`config.mk`:
```
export PLATFORM = sky130hd
export DESIGN_NAME = conv_mem_arb_flat
export DESIGN_NICKNAME = d
export VERILOG_FILES = /design/src/rtl/conv_mem_arb_if.sv /design/src/rtl/conv_mem_arb.sv /design/src/flat_wrapper.sv
export SDC_FILE = /design/constraint.sdc
export NUM_CORES = 1
export LEC_CHECK = 0
export BUFFER_PORTS_ARGS = -buffer_cell sky130_fd_sc_hd__buf_2
export CAP_MARGIN = 20
export CORE_UTILIZATION = 35
export CTS_CLUSTER_DIAMETER = 60
export DETAILED_ROUTE_END_ITERATION = 7
export SLEW_MARGIN = 10
export SYNTH_ARGS = -nofsm -noshare
export SYNTH_HDL_FRONTEND = slang
export SYNTH_SLANG_ARGS = --single-unit
export TNS_END_PERCENT = 1
```
`constraint.sdc`:
```
create_clock -name clk -period 6.7 [get_ports clk]
set_clock_uncertainty 0.05 [all_clocks]
set_input_delay 0.335 -clock clk [delete_from_list [all_inputs] [get_ports clk]]
set_output_delay 0.335 -clock clk [all_outputs]
set_load 0.02 [all_outputs]
```
`src/rtl/conv_mem_arb_if.sv`:
```
// Port bundle between the two layer engines, the arbiter and the layer memory.
// A beat moves when rX_req && rX_gnt on the same rising edge; req may drop at any time.
interface conv_mem_arb_if #(
    parameter int AW = 12,
    parameter int DW = 20,
    parameter int SW = 3
);
    logic          r0_req;
    logic          r0_we;
    logic [SW-1:0] r0_sel;
    logic [AW-1:0] r0_addr;
    logic [DW-1:0] r0_wdata;
    logic          r0_gnt;
    logic          r0_rvalid;
    logic [DW-1:0] r0_rdata;

    logic          r1_req;
    logic          r1_we;
    logic [SW-1:0] r1_sel;
    logic [AW-1:0] r1_addr;
    logic [DW-1:0] r1_wdata;
    logic          r1_gnt;
    logic          r1_rvalid;
    logic [DW-1:0] r1_rdata;

    logic          cwr;
    logic [AW-1:0] caddr_wr;
    logic [DW-1:0] cdata_wr;
    logic          crd;
    logic [AW-1:0] caddr_rd;
    logic [DW-1:0] cdata_rd;
    logic [SW-1:0] csel;
    logic          idle;
    logic [1:0]    dbg_state;

    modport slave (
        input  r0_req, r0_we, r0_sel, r0_addr, r0_wdata,
        input  r1_req, r1_we, r1_sel, r1_addr, r1_wdata,
        input  cdata_rd,
        output r0_gnt, r0_rvalid, r0_rdata,
        output r1_gnt, r1_rvalid, r1_rdata,
        output cwr, caddr_wr, cdata_wr, crd, caddr_rd, csel, idle, dbg_state
    );

    modport master (
        output r0_req, r0_we, r0_sel, r0_addr, r0_wdata,
        output r1_req, r1_we, r1_sel, r1_addr, r1_wdata,
        output cdata_rd,
        input  r0_gnt, r0_rvalid, r0_rdata,
        input  r1_gnt, r1_rvalid, r1_rdata,
        input  cwr, caddr_wr, cdata_wr, crd, caddr_rd, csel, idle, dbg_state
    );
endinterface

```
`src/rtl/conv_mem_arb.sv`:
```
// Round-robin, burst-locked arbiter giving the conv engine (R0) and max-pool engine (R1)
// the single layer-memory port; issue and read-return stages are fully registered.
module conv_mem_arb #(
    parameter int AW        = 12,
    parameter int DW        = 20,
    parameter int SW        = 3,
    parameter int MAX_BURST = 16
) (
    input  logic           clk,
    input  logic           reset,
    conv_mem_arb_if.slave  bus
);
    localparam int CW = $clog2(MAX_BURST + 1);

    typedef enum logic [1:0] {
        IDLE = 2'd0,
        OWN0 = 2'd1,
        OWN1 = 2'd2
    } state_t;

    state_t        state, state_nx;
    logic          last_owner, last_owner_nx;
    logic [CW-1:0] beat_cnt, beat_cnt_nx;

    logic          acc0, acc1, acc;
    logic          beat_we;
    logic [SW-1:0] beat_sel;
    logic [AW-1:0] beat_addr;
    logic [DW-1:0] beat_wdata;
    logic          iss_id;

    assign acc0       = (state == OWN0) && bus.r0_req;
    assign acc1       = (state == OWN1) && bus.r1_req;
    assign acc        = acc0 || acc1;
    assign beat_we    = acc1 ? bus.r1_we    : bus.r0_we;
    assign beat_sel   = acc1 ? bus.r1_sel   : bus.r0_sel;
    assign beat_addr  = acc1 ? bus.r1_addr  : bus.r0_addr;
    assign beat_wdata = acc1 ? bus.r1_wdata : bus.r0_wdata;

    // Burst end (count reaching MAX_BURST) only hands over when the other side waits.
    always_comb begin
        state_nx      = state;
        last_owner_nx = last_owner;
        beat_cnt_nx   = beat_cnt;
        unique case (state)
            IDLE: begin
                if (bus.r0_req && bus.r1_req) state_nx = last_owner ? OWN0 : OWN1;
                else if (bus.r0_req)          state_nx = OWN0;
                else if (bus.r1_req)          state_nx = OWN1;
            end
            OWN0: begin
                if (!bus.r0_req) begin
                    beat_cnt_nx = '0;
                    state_nx    = bus.r1_req ? OWN1 : IDLE;
                end else begin
                    last_owner_nx = 1'b0;
                    if (beat_cnt == CW'(MAX_BURST - 1)) begin
                        beat_cnt_nx = '0;
                        if (bus.r1_req) state_nx = OWN1;
                    end else begin
                        beat_cnt_nx = beat_cnt + 1'b1;
                    end
                end
            end
            OWN1: begin
                if (!bus.r1_req) begin
                    beat_cnt_nx = '0;
                    state_nx    = bus.r0_req ? OWN0 : IDLE;
                end else begin
                    last_owner_nx = 1'b1;
                    if (beat_cnt == CW'(MAX_BURST - 1)) begin
                        beat_cnt_nx = '0;
                        if (bus.r0_req) state_nx = OWN0;
                    end else begin
                        beat_cnt_nx = beat_cnt + 1'b1;
                    end
                end
            end
            default: state_nx = IDLE;
        endcase
    end

    always_ff @(posedge clk or posedge reset) begin
        if (reset) begin
            state      <= IDLE;
            last_owner <= 1'b1;
            beat_cnt   <= '0;
            bus.r0_gnt <= 1'b0;
            bus.r1_gnt <= 1'b0;
        end else begin
            state      <= state_nx;
            last_owner <= last_owner_nx;
            beat_cnt   <= beat_cnt_nx;
            bus.r0_gnt <= (state_nx == OWN0);
            bus.r1_gnt <= (state_nx == OWN1);
        end
    end

    // Issue stage: address/data/select hold when no beat was accepted.
    always_ff @(posedge clk or posedge reset) begin
        if (reset) begin
            bus.cwr      <= 1'b0;
            bus.crd      <= 1'b0;
            bus.caddr_wr <= '0;
            bus.cdata_wr <= '0;
            bus.caddr_rd <= '0;
            bus.csel     <= '0;
            iss_id       <= 1'b0;
        end else begin
            bus.cwr <= acc && beat_we;
            bus.crd <= acc && !beat_we;
            if (acc) begin
                bus.csel <= beat_sel;
                iss_id   <= acc1;
                if (beat_we) begin
                    bus.caddr_wr <= beat_addr;
                    bus.cdata_wr <= beat_wdata;
                end else begin
                    bus.caddr_rd <= beat_addr;
                end
            end
        end
    end

    // Read return follows the pipelined issuer id, not the current owner.
    always_ff @(posedge clk or posedge reset) begin
        if (reset) begin
            bus.r0_rvalid <= 1'b0;
            bus.r1_rvalid <= 1'b0;
            bus.r0_rdata  <= '0;
            bus.r1_rdata  <= '0;
        end else begin
            bus.r0_rvalid <= bus.crd && !iss_id;
            bus.r1_rvalid <= bus.crd && iss_id;
            if (bus.crd && !iss_id) bus.r0_rdata <= bus.cdata_rd;
            if (bus.crd && iss_id)  bus.r1_rdata <= bus.cdata_rd;
        end
    end

    assign bus.idle      = (state == IDLE) && !bus.cwr && !bus.crd
                           && !bus.r0_rvalid && !bus.r1_rvalid;
    assign bus.dbg_state = state;
endmodule
```
`src/flat_wrapper.sv`:
```
// flat-port wrapper written by rule: the top's interface ports become plain ports
module conv_mem_arb_flat 
#(
    parameter int AW        = 12,
    parameter int DW        = 20,
    parameter int SW        = 3,
    parameter int MAX_BURST = 16
)
  (clk, reset, bus_r0_req, bus_r0_we, bus_r0_sel, bus_r0_addr, bus_r0_wdata, bus_r1_req, bus_r1_we, bus_r1_sel, bus_r1_addr, bus_r1_wdata, bus_cdata_rd, bus_r0_gnt, bus_r0_rvalid, bus_r0_rdata, bus_r1_gnt, bus_r1_rvalid, bus_r1_rdata, bus_cwr, bus_caddr_wr, bus_cdata_wr, bus_crd, bus_caddr_rd, bus_csel, bus_idle, bus_dbg_state);
  conv_mem_arb_if #(.AW(AW), .DW(DW), .SW(SW)) bus_i ();
  input  logic clk;
  input  logic reset;
  input wire logic [$bits(bus_i.r0_req)-1:0] bus_r0_req;
  input wire logic [$bits(bus_i.r0_we)-1:0] bus_r0_we;
  input wire logic [$bits(bus_i.r0_sel)-1:0] bus_r0_sel;
  input wire logic [$bits(bus_i.r0_addr)-1:0] bus_r0_addr;
  input wire logic [$bits(bus_i.r0_wdata)-1:0] bus_r0_wdata;
  input wire logic [$bits(bus_i.r1_req)-1:0] bus_r1_req;
  input wire logic [$bits(bus_i.r1_we)-1:0] bus_r1_we;
  input wire logic [$bits(bus_i.r1_sel)-1:0] bus_r1_sel;
  input wire logic [$bits(bus_i.r1_addr)-1:0] bus_r1_addr;
  input wire logic [$bits(bus_i.r1_wdata)-1:0] bus_r1_wdata;
  input wire logic [$bits(bus_i.cdata_rd)-1:0] bus_cdata_rd;
  output wire logic [$bits(bus_i.r0_gnt)-1:0] bus_r0_gnt;
  output wire logic [$bits(bus_i.r0_rvalid)-1:0] bus_r0_rvalid;
  output wire logic [$bits(bus_i.r0_rdata)-1:0] bus_r0_rdata;
  output wire logic [$bits(bus_i.r1_gnt)-1:0] bus_r1_gnt;
  output wire logic [$bits(bus_i.r1_rvalid)-1:0] bus_r1_rvalid;
  output wire logic [$bits(bus_i.r1_rdata)-1:0] bus_r1_rdata;
  output wire logic [$bits(bus_i.cwr)-1:0] bus_cwr;
  output wire logic [$bits(bus_i.caddr_wr)-1:0] bus_caddr_wr;
  output wire logic [$bits(bus_i.cdata_wr)-1:0] bus_cdata_wr;
  output wire logic [$bits(bus_i.crd)-1:0] bus_crd;
  output wire logic [$bits(bus_i.caddr_rd)-1:0] bus_caddr_rd;
  output wire logic [$bits(bus_i.csel)-1:0] bus_csel;
  output wire logic [$bits(bus_i.idle)-1:0] bus_idle;
  output wire logic [$bits(bus_i.dbg_state)-1:0] bus_dbg_state;
  assign bus_i.r0_req = bus_r0_req;
  assign bus_i.r0_we = bus_r0_we;
  assign bus_i.r0_sel = bus_r0_sel;
  assign bus_i.r0_addr = bus_r0_addr;
  assign bus_i.r0_wdata = bus_r0_wdata;
  assign bus_i.r1_req = bus_r1_req;
  assign bus_i.r1_we = bus_r1_we;
  assign bus_i.r1_sel = bus_r1_sel;
  assign bus_i.r1_addr = bus_r1_addr;
  assign bus_i.r1_wdata = bus_r1_wdata;
  assign bus_i.cdata_rd = bus_cdata_rd;
  assign bus_r0_gnt = bus_i.r0_gnt;
  assign bus_r0_rvalid = bus_i.r0_rvalid;
  assign bus_r0_rdata = bus_i.r0_rdata;
  assign bus_r1_gnt = bus_i.r1_gnt;
  assign bus_r1_rvalid = bus_i.r1_rvalid;
  assign bus_r1_rdata = bus_i.r1_rdata;
  assign bus_cwr = bus_i.cwr;
  assign bus_caddr_wr = bus_i.caddr_wr;
  assign bus_cdata_wr = bus_i.cdata_wr;
  assign bus_crd = bus_i.crd;
  assign bus_caddr_rd = bus_i.caddr_rd;
  assign bus_csel = bus_i.csel;
  assign bus_idle = bus_i.idle;
  assign bus_dbg_state = bus_i.dbg_state;
  conv_mem_arb #(.AW(AW), .DW(DW), .SW(SW), .MAX_BURST(MAX_BURST)) u_core (.clk(clk), .reset(reset), .bus(bus_i));
endmodule
```
==> flow_summary_export.csv, run 1 <==
group,metric,value,unit
grt,global_route.peak_usage_layer,"met2",
setup_path,crit_type,"flip-flop to flip-flop",
drt,drc,0,
grt,grt_pass1_vias,3349,
floorplan,die_width,113,um
cells_and_area,num-fill-cells,1142,
timing,finalHoldViolCount,0,
cts,cts.repair.resized,0,
drt,drtIter0Drc,147,
cells_and_area,register_area,2550,um2
cts,cts-root-buf,"sky130_fd_sc_hd__clkbuf_16",
cts,clock_path_buffers,2,
power,power.total,2.81,mW
drt,wl_final,10200,um
cts,cts.clk_slew.worst_paths,0.07,ns
power,switching_share,0.407,
grt,grtUsageMet3,0.0546,
floorplan,core_area,12000,um2
setup_path,timing.critical_path.to_type,"flip-flop",
floorplan,io-pin-count,192,
cells_and_area,stdcell_area,5740,um2
power,p_per_area,489,nW/um2
synthesis,synth_area,4330,um2
power,switching_power,1.14,mW
timing,unrepaired_setup_endpoints_after_global_routing,"no",
run,drv.max_cap_violation_count,0,
synthesis,seq_area_frac_synth,0.590,
cells_and_area,area_occupied_by_multi_input_gates,1660,um2
power,share_comb_of_total_power,0.448,
power,p_leak,3.05,nW
grt,grt_max_degree,49,
floorplan,floorplan.initialDensity,0.360,
cts,numCtsBuffers,9,
synthesis,post-synth-top-area-fraction,0.584,
cts,cts-htree-levels,3,
grt,global_route_wire_length_before_repair,16500,um
setup_path,crit_top_cell,"sky130_fd_sc_hd__buf_4",
drt,via_per_inst,4.78,
synthesis,syn_inst,359,
power,ir_drop,0.239,mV
floorplan,die_h,113,um
cells_and_area,final_cells,699,
setup_path,max_stage_delay,0.52,ns
synthesis,avgSynthCellArea,12.1,um2
cts,tritoncts,"done",
drt,drtAntennaViolNets,0,
synthesis,synth-main-ff-cell,"sky130_fd_sc_hd__dfrtp_1",
drt,vias,3342,
cts,clk_latency,0.34,ns
power,internal-power,1.67,mW
placed_design,placed_cells,682,
placed_design,placer_congestion_estimate,0.755,
setup_path,worstPathCellList,"inv_1 -> ha_1 -> nand2_2 -> buf_4 -> a41oi_4 -> buf_4 -> inv_2 -> nor2_1 -> a21oi_1",
floorplan,num_rows,40,
timing,setup_violations,0,
power,seqPwrFrac,0.376,
synthesis,yosys_register_bits,102,
cts,clock_sinks,102,
setup_path,critical_path.startpoint_type,"flip-flop",
grt,global_route.overflow_total,0,
drt,drt_first_pass_iters,4,
synthesis,netlist.top_cell.by_area,"sky130_fd_sc_hd__dfrtp_1",
power,clkPwrFrac,0.176,
run_status,run_status,"finished, final reports clean",
synthesis,yosysUniqueCellTypes,37,
grt,met2_usage,0.285,
timing,final-max-slew-violation-count,0,
setup_path,timing.critical_path.buf_inv,4,
synthesis,number_of_enable_type_register_cells_in_the_synthesized_netlist,0,
timing,fin_crit,2.61,ns
synthesis,synthTopCellsByArea,"sky130_fd_sc_hd__dfrtp_1 (58%), sky130_fd_sc_hd__mux2_2 (11%), sky130_fd_sc_hd__mux2i_1 (8.3%), sky130_fd_sc_hd__a21oi_1 (3.5%), sky130_fd_sc_hd__nor2_1 (2.9%)",
cells_and_area,layout.nets,649,
cells_and_area,final_layout_size_suffix_gt1_frac,0.476,
timing,worst_pin_slew,0.965,ns
synthesis,yosys-top-cells-count,"sky130_fd_sc_hd__dfrtp_1 (101), sky130_fd_sc_hd__mux2_2 (42), sky130_fd_sc_hd__mux2i_1 (36)",
floorplan,full_die_area,12800,um2
grt,antenna_violations_before_repair,0,
cells_and_area,antenna_cells,0,
synthesis,synth_most_common_cell,"sky130_fd_sc_hd__dfrtp_1",
timing,max_freq,0.383,GHz
timing,period_share,0.389,
timing,final.setup.tns,0,ns
drt,route.detailed.wl_per_inst,14.6,um
setup_path,worstPathRequired,6.92,ns
timing,rel_slew_slack,0.355,
setup_path,worst-path-max-fanout,41,
placed_design,place.detailed.hpwl,7610,um
worst_hold_path,timing.hold.worst.class,"primary input to flip-flop",
placed_design,postPlaceCellArea,5440,um2
synthesis,async_flop_share,1.00,
cells_and_area,areaGrowthSynthToFinish,32.6,%
grt,use_met1,0.199,
grt,grt_usage,0.167,
setup_path,path_delay_family,"buffers and inverters",
setup_path,slowest_stage,"sky130_fd_sc_hd__buf_4",
setup_path,crit_arrival,2.83,ns
placed_design,placement.io_buffers,191,
synthesis,syn_nets,460,
synthesis,synth-warning-count,0,
final timing paths:
path	start	to	slack, ns	cells past startpoint
worst max-delay path	u_core.bus.dbg_state[0]$_DFF_PP0_	u_core.bus.caddr_wr[3]$_DFFE_PP0P_	4.09	9
worst min-delay path	bus_cdata_rd[11]	u_core.bus.r1_rdata[11]$_DFFE_PP0P_	0.18	2
worst max register to register	u_core.bus.dbg_state[0]$_DFF_PP0_	u_core.bus.caddr_wr[3]$_DFFE_PP0P_	4.09	9
worst min register to register	u_core.bus.cdata_wr[5]$_DFFE_PP0P_	u_core.bus.cdata_wr[5]$_DFFE_PP0P_	0.43	2
max in group asynchronous	reset	u_core.bus.r1_rdata[15]$_DFFE_PP0P_	5.18	5
min in group asynchronous	reset	u_core.bus.r0_rdata[19]$_DFFE_PP0P_	0.40	3
layout by cell type, fill, tap and decap left out, types with 2 or more instances in the layout:
cell and instances:
sky130_fd_sc_hd__a21oi_1 30, sky130_fd_sc_hd__buf_2 191, sky130_fd_sc_hd__buf_4 4, sky130_fd_sc_hd__clkbuf_1 2, sky130_fd_sc_hd__clkbuf_16 9, sky130_fd_sc_hd__clkbuf_8 2
sky130_fd_sc_hd__dfrtp_1 101, sky130_fd_sc_hd__ha_1 5, sky130_fd_sc_hd__inv_1 6, sky130_fd_sc_hd__mux2_2 42, sky130_fd_sc_hd__mux2i_1 36, sky130_fd_sc_hd__nand2_1 29
sky130_fd_sc_hd__nand2b_1 2, sky130_fd_sc_hd__nand3_1 5, sky130_fd_sc_hd__nand3b_1 2, sky130_fd_sc_hd__nor2_1 33, sky130_fd_sc_hd__nor2b_1 3, sky130_fd_sc_hd__o21ai_0 24
power groups by stage:
| stage | Combinational (mW) | Sequential, mW | Clock, mW |
|---|---|---|---|
| after detailed placement | 1.28 | 1.07 | 0 |
| after global placement | 1.25 | 1.06 | 0 |
| final | 1.26 | 1.06 | 0.493 |
| after CTS | 1.28 | 1.06 | 0.512 |
| after floorplan | 0.491 | 1.40 | 0 |
| after global routing | 1.36 | 1.10 | 0.539 |
timing repair:
action / 4_1_cts / 5_1_grt
buffers inserted: 0 / 0
endpoints found under the setup margin: 0 / 0
endpoints found under the hold margin: 14 / 0
hold buffers: 1 / 0
per-stage QoR:
step / hold WS [ns] / util / setup slack, ns
6_report: 0.181 / 0.478 / 4.09
5_1_grt: 0.171 / 0.478 / 3.84
4_1_cts: 0.166 / 0.477 / 4.05
3_5_place_dp: 0.219 / 0.453 / 4.06
3_3_place_gp: 0.208 / 0.451 / 4.19
2_1_floorplan: 0.406 / - / 3.64
kinds of logic after synthesis:
kind of cell	Yosys count	synth area share
flip-flops	102	0.590
AND/OR/NAND/NOR	82	0.0861
multiplexers	79	0.196
AO/OA/AOI/OAI	63	0.0835
buffers and inverters	28	0.0303
adder cells (fa/ha/maj)	5	0.0145
metal layers:
| layer | routed length [um] | share of wire |
|---|---|---|
| met1 | 4210 | 0.41 |
| met2 | 5350 | 0.52 |
| met3 | 535 | 0.052 |
| met4 | 128 | 0.013 |
| met5 | 0 | 0 |
registers in the layout, summed over array words and instances (netlist names), 2 cells and up:
| register | count |
|---|---|
| u_core.bus.r0_rdata | 20 |
| u_core.bus.r1_rdata | 20 |
| u_core.bus.csel | 3 |
| u_core.bus.dbg_state | 2 |
| u_core.bus.caddr_wr | 12 |
| u_core.bus.cdata_wr | 20 |
| u_core.bus.caddr_rd | 12 |
| u_core.beat_cnt | 5 |
final cells by class:
class	count	share of cell area
clock buffers	13	0.0453
clock inverters	2	0.00283
inverters	8	0.00567
multi-input cells	229	0.288
flip-flops and latches	102	0.445
well taps	147	0.0320
repair buffers	198	0.181
Power figures use the tool's default switching activity.
==> run 2, diff against run 1 <==
==> constraint.sdc (replaced) <==
create_clock -name clk -period 2.7 [get_ports clk]
set_clock_uncertainty 0.05 [all_clocks]
set_input_delay 0.135 -clock clk [delete_from_list [all_inputs] [get_ports clk]]
set_output_delay 0.135 -clock clk [all_outputs]
set_load 0.02 [all_outputs]
==> flow_summary_export.csv, run 2 (same netlist as run 1, synthesis figures left out) <==
group,metric,value,unit
run_status,run_status,"finished, final reports clean",
grt,met2_usage,0.300,
timing,final-max-slew-violation-count,0,
floorplan,core_area,12000,um2
cts,clock_path_buffers,2,
timing,period_share,0.785,
cells_and_area,area_occupied_by_multi_input_gates,1640,um2
drt,route.detailed.wl_per_inst,14.6,um
cells_and_area,layout.nets,673,
worst_hold_path,timing.hold.worst.class,"primary input to flip-flop",
floorplan,floorplan.initialDensity,0.360,
floorplan,die_width,113,um
setup_path,crit_arrival,2.28,ns
run,drv.max_cap_violation_count,0,
cells_and_area,layout.cells.most_common,"sky130_fd_sc_hd__buf_2",
floorplan,die_h,113,um
timing,worst_pin_slew,0.811,ns
timing,setup_violations,0,
placed_design,placer_congestion_estimate,0.772,
floorplan,num_rows,40,
grt,use_met1,0.205,
drt,drt_first_pass_iters,4,
placed_design,place.detailed.hpwl,7580,um
timing,max_freq,0.472,GHz
cells_and_area,final_layout_size_suffix_gt1_frac,0.463,
cts,cts.repair.resized,0,
drt,drtAntennaViolNets,0,
setup_path,timing.critical_path.to_type,"flip-flop",
cts,numCtsBuffers,9,
power,p_per_area,1190,nW/um2
cts,hold_buffers,24,
power,power.total,7.12,mW
grt,global_route.overflow_total,0,
cells_and_area,areaGrowthSynthToFinish,38.5,%
timing,rel_slew_slack,0.458,
grt,grt_pass1_vias,3460,
floorplan,full_die_area,12800,um2
cts,clk_latency,0.35,ns
setup_path,worstPathRequired,2.86,ns
cts,tritoncts,"done",
floorplan,io-pin-count,192,
cells_and_area,final_cell_mix,"sky130_fd_sc_hd__buf_2 (191), sky130_fd_sc_hd__dfrtp_1 (101), sky130_fd_sc_hd__mux2_2 (42), sky130_fd_sc_hd__mux2i_1 (36), sky130_fd_sc_hd__nor2_1 (33)",
timing,unrepaired_setup_endpoints_after_global_routing,"no",
drt,vias,3393,
power,ir_drop,0.445,mV
drt,wl_final,10600,um
setup_path,worst-path-max-fanout,25,
timing,finalHoldViolCount,0,
drt,drc,0,
drt,via_per_inst,4.69,
grt,global_route.peak_usage_layer,"met2",
grt,antenna_violations_before_repair,0,
grt,grtUsageMet3,0.0552,
drt,drtIter0Drc,132,
timing,final.setup.tns,0,ns
grt,grt_usage,0.174,
grt,global_route_wire_length_before_repair,17300,um
cells_and_area,antenna_cells,0,
timing,fin_crit,2.12,ns
cts,cts-htree-levels,3,
cells_and_area,num-fill-cells,1125,
setup_path,crit_type,"flip-flop to flip-flop",
cts,cts.clk_slew.worst_paths,0.07,ns
cells_and_area,register_area,2550,um2
cells_and_area,leading_registers_by_flop_count,"u_core.bus.cdata_wr: 20 flops, u_core.bus.r0_rdata: 20 flops, u_core.bus.r1_rdata: 20 flops",
power,p_leak,3.16,nW
cts,clock_sinks,102,
cts,post_cts_setup_driven_buffer_insertion_count,0,
cts,cts-root-buf,"sky130_fd_sc_hd__clkbuf_16",
cells_and_area,finish.utilization,0.499,
placed_design,postPlaceCellArea,5450,um2
placed_design,placement.io_buffers,191,
grt,grt_max_degree,68,
cells_and_area,stdcell_area,5990,um2
setup_path,critical_path.startpoint_type,"flip-flop",
run 2: changes by cell type in the layout (fill, tap and decap cells not counted), sizes merged:
cell / before / now
dlygate4sd3: 1 / 24
clkbuf: 13 / 9
inv: 9 / 11
buf: 197 / 198
bufinv: 0 / 1
clkinv: 0 / 1
clkinvlp: 1 / 2
run 2: power breakdown:
| part | switching [mW] | internal [mW] |
|---|---|---|
| registers | 0.382 | 2.25 |
| clock network | 0.606 | 0.734 |
| logic | 1.92 | 1.23 |
run 2: worst paths after layout:
check	from	slack (ns)	cells after the start	to
min reg2reg	u_core.bus.cdata_wr[4]$_DFFE_PP0P_	0.42	2	u_core.bus.cdata_wr[4]$_DFFE_PP0P_
min in group asynchronous	reset	0.43	3	u_core.bus.r0_rdata[16]$_DFFE_PP0P_
min	bus_r1_wdata[18]	0.02	3	u_core.bus.cdata_wr[18]$_DFFE_PP0P_
max reg2reg	u_core.bus.dbg_state[0]$_DFF_PP0_	0.58	7	u_core.bus.caddr_wr[5]$_DFFE_PP0P_
max in group asynchronous	reset	1.33	4	u_core.last_owner$_DFFE_PP1P_
max	u_core.bus.dbg_state[0]$_DFF_PP0_	0.58	7	u_core.bus.caddr_wr[5]$_DFFE_PP0P_
run 2: final cells by class:
type | count | area share
Sequential cell | 102 | 0.426
Multi-Input combinational cell | 229 | 0.274
Timing Repair Buffer | 222 | 0.212
Clock buffer | 9 | 0.0376
Tap cell | 147 | 0.0307
Clock inverter | 7 | 0.0134
Inverter | 8 | 0.00564
run 2: critical path: stages, from the launching register on:
cell                      delay, ns
sky130_fd_sc_hd__dfrtp_1       0.45
sky130_fd_sc_hd__inv_1         0.12
sky130_fd_sc_hd__ha_1          0.33
sky130_fd_sc_hd__nand2_2       0.14
sky130_fd_sc_hd__a41oi_2       0.40
sky130_fd_sc_hd__inv_2         0.27
sky130_fd_sc_hd__nor2_1        0.16
sky130_fd_sc_hd__a21oi_1       0.06
run 2: metrics by stage:
| step | hold slack [ns] | setup WS (ns) | cells |
|---|---|---|---|
| after floorplan | 0.235 | 0.784 | 359 |
| after global routing | 0.0311 | 0.387 | 724 |
| after detailed placement | 0.284 | 0.583 | 684 |
| final | 0.0165 | 0.581 | 724 |
| after CTS | 0.00511 | 0.569 | 724 |
| after global placement | 0.263 | 0.671 | 684 |
run 2: layer usage:
| metal | vias up | wire [um] |
|---|---|---|
| met1 | 1626 | 4460 |
| met5 | - | 0 |
| li1 | 1668 | - |
| met2 | 85 | 5430 |
| met4 | 0 | 160 |
| met3 | 14 | 505 |
